### config.mk
export PLATFORM = sky130hd
export DESIGN_NAME = instr_sequencer
export DESIGN_NICKNAME = d
export VERILOG_FILES = /design/src/rtl/instr_sequencer.sv
export SDC_FILE = /design/constraint.sdc
export NUM_CORES = 1
export LEC_CHECK = 0
export CAP_MARGIN = 30
export CORE_MARGIN = 2
export CORE_UTILIZATION = 44
export DETAILED_ROUTE_END_ITERATION = 10
export PLACE_DENSITY = 0.77
export SKIP_LAST_GASP = 1
export SLEW_MARGIN = 15
export SYNTH_ARGS = -nofsm -noshare
export SYNTH_HDL_FRONTEND = slang
export SYNTH_SLANG_ARGS = --single-unit
### constraint.sdc
create_clock -name clk -period 1.8 [get_ports clk]
set_input_delay 0.36 -clock clk [delete_from_list [all_inputs] [get_ports clk]]
set_output_delay 0.36 -clock clk [all_outputs]
set_load 0.01 [all_outputs]
### src/rtl/instr_sequencer.sv
// rtl/instr_sequencer.sv - instruction sequencer FSM
// Moore control FSM for a simple datapath with a latched instruction and a retired-instruction counter.
module instr_sequencer (
  input  logic       clk,
  input  logic       reset,
  input  logic       s,
  input  logic [2:0] opcode,
  input  logic [1:0] op,
  output logic       w,
  output logic [2:0] nsel,
  output logic       loada,
  output logic       loadb,
  output logic       loadc,
  output logic       loads,
  output logic       asel,
  output logic       bsel,
  output logic       write,
  output logic [1:0] vsel,
  output logic [1:0] ALUop,
  output logic       err,
  output logic [7:0] retired
);

  typedef enum logic [2:0] {
    ST_WAIT      = 3'd0,
    ST_DECODE    = 3'd1,
    ST_GETA      = 3'd2,
    ST_GETB      = 3'd3,
    ST_ALU       = 3'd4,
    ST_WRITE_REG = 3'd5,
    ST_WRITE_IMM = 3'd6,
    ST_ERROR     = 3'd7
  } state_t;

  state_t     state_q, state_d;
  logic [2:0] opcode_q, opcode_d;
  logic [1:0] op_q, op_d;
  logic [7:0] retired_q, retired_d;

  logic is_movreg, is_mvn, is_cmp;

  assign is_movreg = (opcode_q == 3'b110) && (op_q == 2'b00);
  assign is_mvn    = (opcode_q == 3'b101) && (op_q == 2'b11);
  assign is_cmp    = (opcode_q == 3'b101) && (op_q == 2'b01);

  always_ff @(posedge clk or negedge reset) begin
    if (!reset) begin
      state_q   <= ST_WAIT;
      opcode_q  <= 3'b000;
      op_q      <= 2'b00;
      retired_q <= 8'd0;
    end else begin
      state_q   <= state_d;
      opcode_q  <= opcode_d;
      op_q      <= op_d;
      retired_q <= retired_d;
    end
  end

  always_comb begin
    state_d   = state_q;
    opcode_d  = opcode_q;
    op_d      = op_q;
    retired_d = retired_q;
    case (state_q)
      ST_WAIT: begin
        if (s) begin
          opcode_d = opcode;
          op_d     = op;
          state_d  = ST_DECODE;
        end
      end
      ST_DECODE: begin
        if (opcode_q == 3'b110 && op_q == 2'b10)      state_d = ST_WRITE_IMM;
        else if (is_movreg || is_mvn)                 state_d = ST_GETB;
        else if (opcode_q == 3'b101)                  state_d = ST_GETA;
        else                                          state_d = ST_ERROR;
      end
      ST_GETA: state_d = ST_GETB;
      ST_GETB: state_d = ST_ALU;
      ST_ALU: begin
        if (is_cmp) begin
          state_d   = ST_WAIT;
          retired_d = retired_q + 8'd1;
        end else begin
          state_d = ST_WRITE_REG;
        end
      end
      ST_WRITE_REG, ST_WRITE_IMM: begin
        state_d   = ST_WAIT;
        retired_d = retired_q + 8'd1;
      end
      // ERROR is terminal; only reset leaves it.
      ST_ERROR: state_d = ST_ERROR;
      default:  state_d = ST_ERROR;
    endcase
  end

  always_comb begin
    w     = 1'b0;
    nsel  = 3'b000;
    loada = 1'b0;
    loadb = 1'b0;
    loadc = 1'b0;
    loads = 1'b0;
    asel  = 1'b0;
    bsel  = 1'b0;
    write = 1'b0;
    vsel  = 2'b00;
    ALUop = 2'b00;
    err   = 1'b0;
    case (state_q)
      ST_WAIT: w = 1'b1;
      ST_GETA: begin
        loada = 1'b1;
        nsel  = 3'b001;
      end
      ST_GETB: begin
        loadb = 1'b1;
        nsel  = 3'b100;
      end
      ST_ALU: begin
        ALUop = is_movreg ? 2'b00 : op_q;
        asel  = is_movreg || is_mvn;
        loadc = !is_cmp;
        loads = is_cmp;
      end
      ST_WRITE_REG: begin
        write = 1'b1;
        nsel  = 3'b010;
      end
      ST_WRITE_IMM: begin
        write = 1'b1;
        nsel  = 3'b001;
        vsel  = 2'b10;
      end
      ST_ERROR: err = 1'b1;
      default: ;
    endcase
  end

  assign retired = retired_q;

endmodule
==> impl_metrics.yaml, run 1 <==
clock_tree:
  htree_levels: 1
  cts_hold_buf: 0
  clk_pin_slew_ns: 0.09
  insertion_delay_ns: 0.28
  cts_buffers: 3
  clock_path_buffers: 2
  clock-sinks: 16
  root_buffer: "clkbuf_4"
  cts_tree: "yes"
drt:
  vias_per_cell: 5.02
  wl_met1_mm: 1.14
  routed_wl_mm: 2.51
  drt-initial-drc-count: 11
  route.detailed.drc: 0
  drtAntennaViolNets: 0
  dr.max_layer_used: "met3"
  dr.pass1.iters: 4
  vias: 908
  wl_per_cell_um: 13.8
  met2WireLength_mm: 1.30
  route.met3.wl_um: 61
sta:
  finalSetupTns_ns: -0.550
  layout_min_cycle_time_ns: 1.96
  layout_setup_ws_ns: -0.163
  setup_viol: 13
  hold_viol_final: 0
  finClkSkew_ns: 0.00379
  rsz0062_at_grt: "true"
  post-route-period-util_pct: 109
  fmax_ghz: 0.509
  slew_violations: 0
global_route:
  first_global_vias: 872
  grt_usage_pct: 18.7
  gr-total-overflow: 0
  grt_pass1_wl_mm: 3.64
  antenna_found_initial: 0
  grt_max_degree: 12
pwr:
  clockPowerShare_pct: 6.4
  sw_frac_of_total_pct: 39.9
  p_comb_share_pct: 68.2
  vdd_drop_max_mv: 1.03
  p_sw_mw: 1.13
  power_frac_seq_pct: 25.4
  p_leak_nw: 0.769
  intPower_mw: 1.70
  p_per_area_nw_per_um2: 1780
die:
  core_area_um2: 2020
  die_w_um: 50.8
  die_h_um: 50.8
  dieArea_um2: 2580
  rows: 16
  pin_count: 32
  initial_core_util_pct: 47.6
setup_path:
  cp_data_arrival_time_ns: 1.60
  criticalPathCategory: "reg2out"
  crit_path_end_kind: "output port"
  cp.required_ns: 1.44
  rrSetupSlack_ns: -0.10
  cp_max_fo: 2
  start_kind: "register"
synth:
  synth_area_leader_cell: "dfrtp_1"
  synthCells: 94
  yosys_warnings: 0
  synth_top_cell_area_share_pct: 41.6
  synth_edf_count: 0
  ys_seq_area_share_pct: 41.6
  yosys_register_bits: 16
  async_flop_share_pct: 100
  synth.distinct_cells: 31
  ys.flop_type: "dfrtp_1"
  synth.area.top_cells: "dfrtp_1 42%, mux2_2 7.0%, xor2_1 4.6%, and2_1 3.9%, nand2_1 3.5%"
  synth_area_um2: 962
  synth_area_per_cell_um2: 10.2
finish:
  drive_above_1_share_pct: 46.1
  final_nets: 165
  antennaDiodeCount: 0
  area_growth_pct: 64.6
  postLayoutCellArea_um2: 1580
place:
  gp_congestion: 0.819
  placed_area_um2: 1360
  hpwlAfterDp_mm: 1.49
  numPortBuffers: 29
outcome:
  outcome: "complete, but fails checks"
  violations: "negative setup slack"
min_path:
  hold_path_class: "in2async"
run:
  maxCapViolations: 0
[kinds of logic after synthesis]
kind of cell | after synthesis | share of synthesized area, %
buffers and inverters | 9 | 6.24
multiplexers | 6 | 7.02
adder cells (fa/ha/maj) | 1 | 1.30
flip-flops | 16 | 41.6
XOR/XNOR | 9 | 8.97
other | 1 | 0.390
AO/OA/AOI/OAI | 10 | 8.06
AND/OR/NAND/NOR | 42 | 26.4
[sequential cells by signal, indices dropped and copies added, names as in the netlist]
register,flops
retired,8
opcode_q,3
state_q,3
op_q,2
[stage by stage]
step,std cells,hold WS [ns],total power [mW],utilization (%),setup WS (ns)
6_report,181,0.365,2.82,78.3,-0.163
5_1_grt,181,0.366,3.01,78.3,-0.217
4_1_cts,178,0.380,2.60,74.3,-0.131
3_5_place_dp,160,0.459,2.23,67.3,-0.0265
3_3_place_gp,160,0.456,2.19,67.3,-0.00883
2_1_floorplan,95,0.0644,1.55,-,0.171
[placed cells by master (no fill, tap or decap), drive strengths merged]
master | synthesis | final
buf | 5 | 40
dfrtp | 16 | 16
clkdlybuf4s50 | 0 | 15
nand2 | 9 | 9
dlygate4sd2 | 0 | 8
and2 | 6 | 6
nor2 | 6 | 6
mux2 | 6 | 6
xor2 | 6 | 6
nor3 | 5 | 5
a21oi | 4 | 4
nor2b | 4 | 4
clkbuf | 3 | 4
xnor2 | 3 | 3
nor3b | 3 | 3
nand3 | 3 | 3
nor4b | 2 | 2
a31oi | 2 | 2
o21ai | 2 | 2
conb | 1 | 2
and3 | 1 | 1
inv | 1 | 1
a32oi | 1 | 1
nand2b | 1 | 1
a21o | 1 | 1
nand3b | 1 | 1
nor4 | 1 | 1
ha | 1 | 1
[path summary, 6_finish.rpt]
check | startpoint | endpoint | cells past startpoint
max | op_q[1] | loads | 7
min | reset | retired[0] | 1
max reg2reg | state_q[0] | state_q[2] | 12
min reg2reg | retired[7] | retired[7] | 1
max in group asynchronous | reset | state_q[1] | 2
min in group clk | retired[7] | retired[7] | 1
[synth_stat cells (all sizes together), types with 2 or more instances]
cell type,count
a21oi,4
nor2,6
buf,5
nor2b,4
dfrtp,16
nor4b,2
xnor2,3
nor3,5
and2,6
o21ai,2
nand2,9
nand3,3
clkbuf,3
xor2,6
mux2,6
nor3b,3
a31oi,2
[repair_timing]
| action | CTS | global route |
|---|---|---|
| buffers inserted | 15 | 4 |
| gates resized for setup | 31 | 25 |
| hold endpoints to repair | 0 | 0 |
| setup endpoints to repair | 14 | 13 |
| pin swaps | 6 | 12 |
[power groups by stage]
stage          Clock [mW]  Combinational [mW]  Sequential [mW]
2_1_floorplan           0               0.830            0.715
3_3_place_gp            0                1.49            0.700
3_5_place_dp            0                1.52            0.710
4_1_cts             0.187                1.71            0.712
5_1_grt             0.204                2.07            0.738
6_report            0.181                1.93            0.717
[routing by layer]
layer | track usage (%) | vias up
met5 | 0 | -
met4 | 6.76 | 0
met3 | 1.79 | 0
met2 | 35.5 | 21
met1 | 21.6 | 448
li1 | - | 439
[final cells by class]
class,instances,area (um2)
Fill cell,131,438
Multi-Input combinational cell,70,586
Sequential cell,16,404
Clock buffer,3,22.5
Timing Repair Buffer,64,534
Inverter,1,3.75
Tap cell,27,33.8
[worst max-delay path, stage by stage (launching register included)]
cell and delay, ns:
dfrtp_1 0.40, buf_6 0.13, buf_6 0.11, nor3b_4 0.21
nand2_2 0.10, buf_4 0.16, nor2_2 0.08, buf_2 0.14
Power figures use the tool's default switching activity.
==> inputs of run 2 (changes only) <==
--- a/config.mk
+++ b/config.mk
@@ -8,10 +8,10 @@
 export CAP_MARGIN = 30
 export CORE_MARGIN = 2
 export CORE_UTILIZATION = 44
+export CTS_CLUSTER_SIZE = 12
 export DETAILED_ROUTE_END_ITERATION = 10
 export PLACE_DENSITY = 0.77
 export SKIP_LAST_GASP = 1
-export SLEW_MARGIN = 15
 export SYNTH_ARGS = -nofsm -noshare
 export SYNTH_HDL_FRONTEND = slang
 export SYNTH_SLANG_ARGS = --single-unit
==> results of run 2 <==
The final DEF is identical to that of run 1; final timing and power are the same.
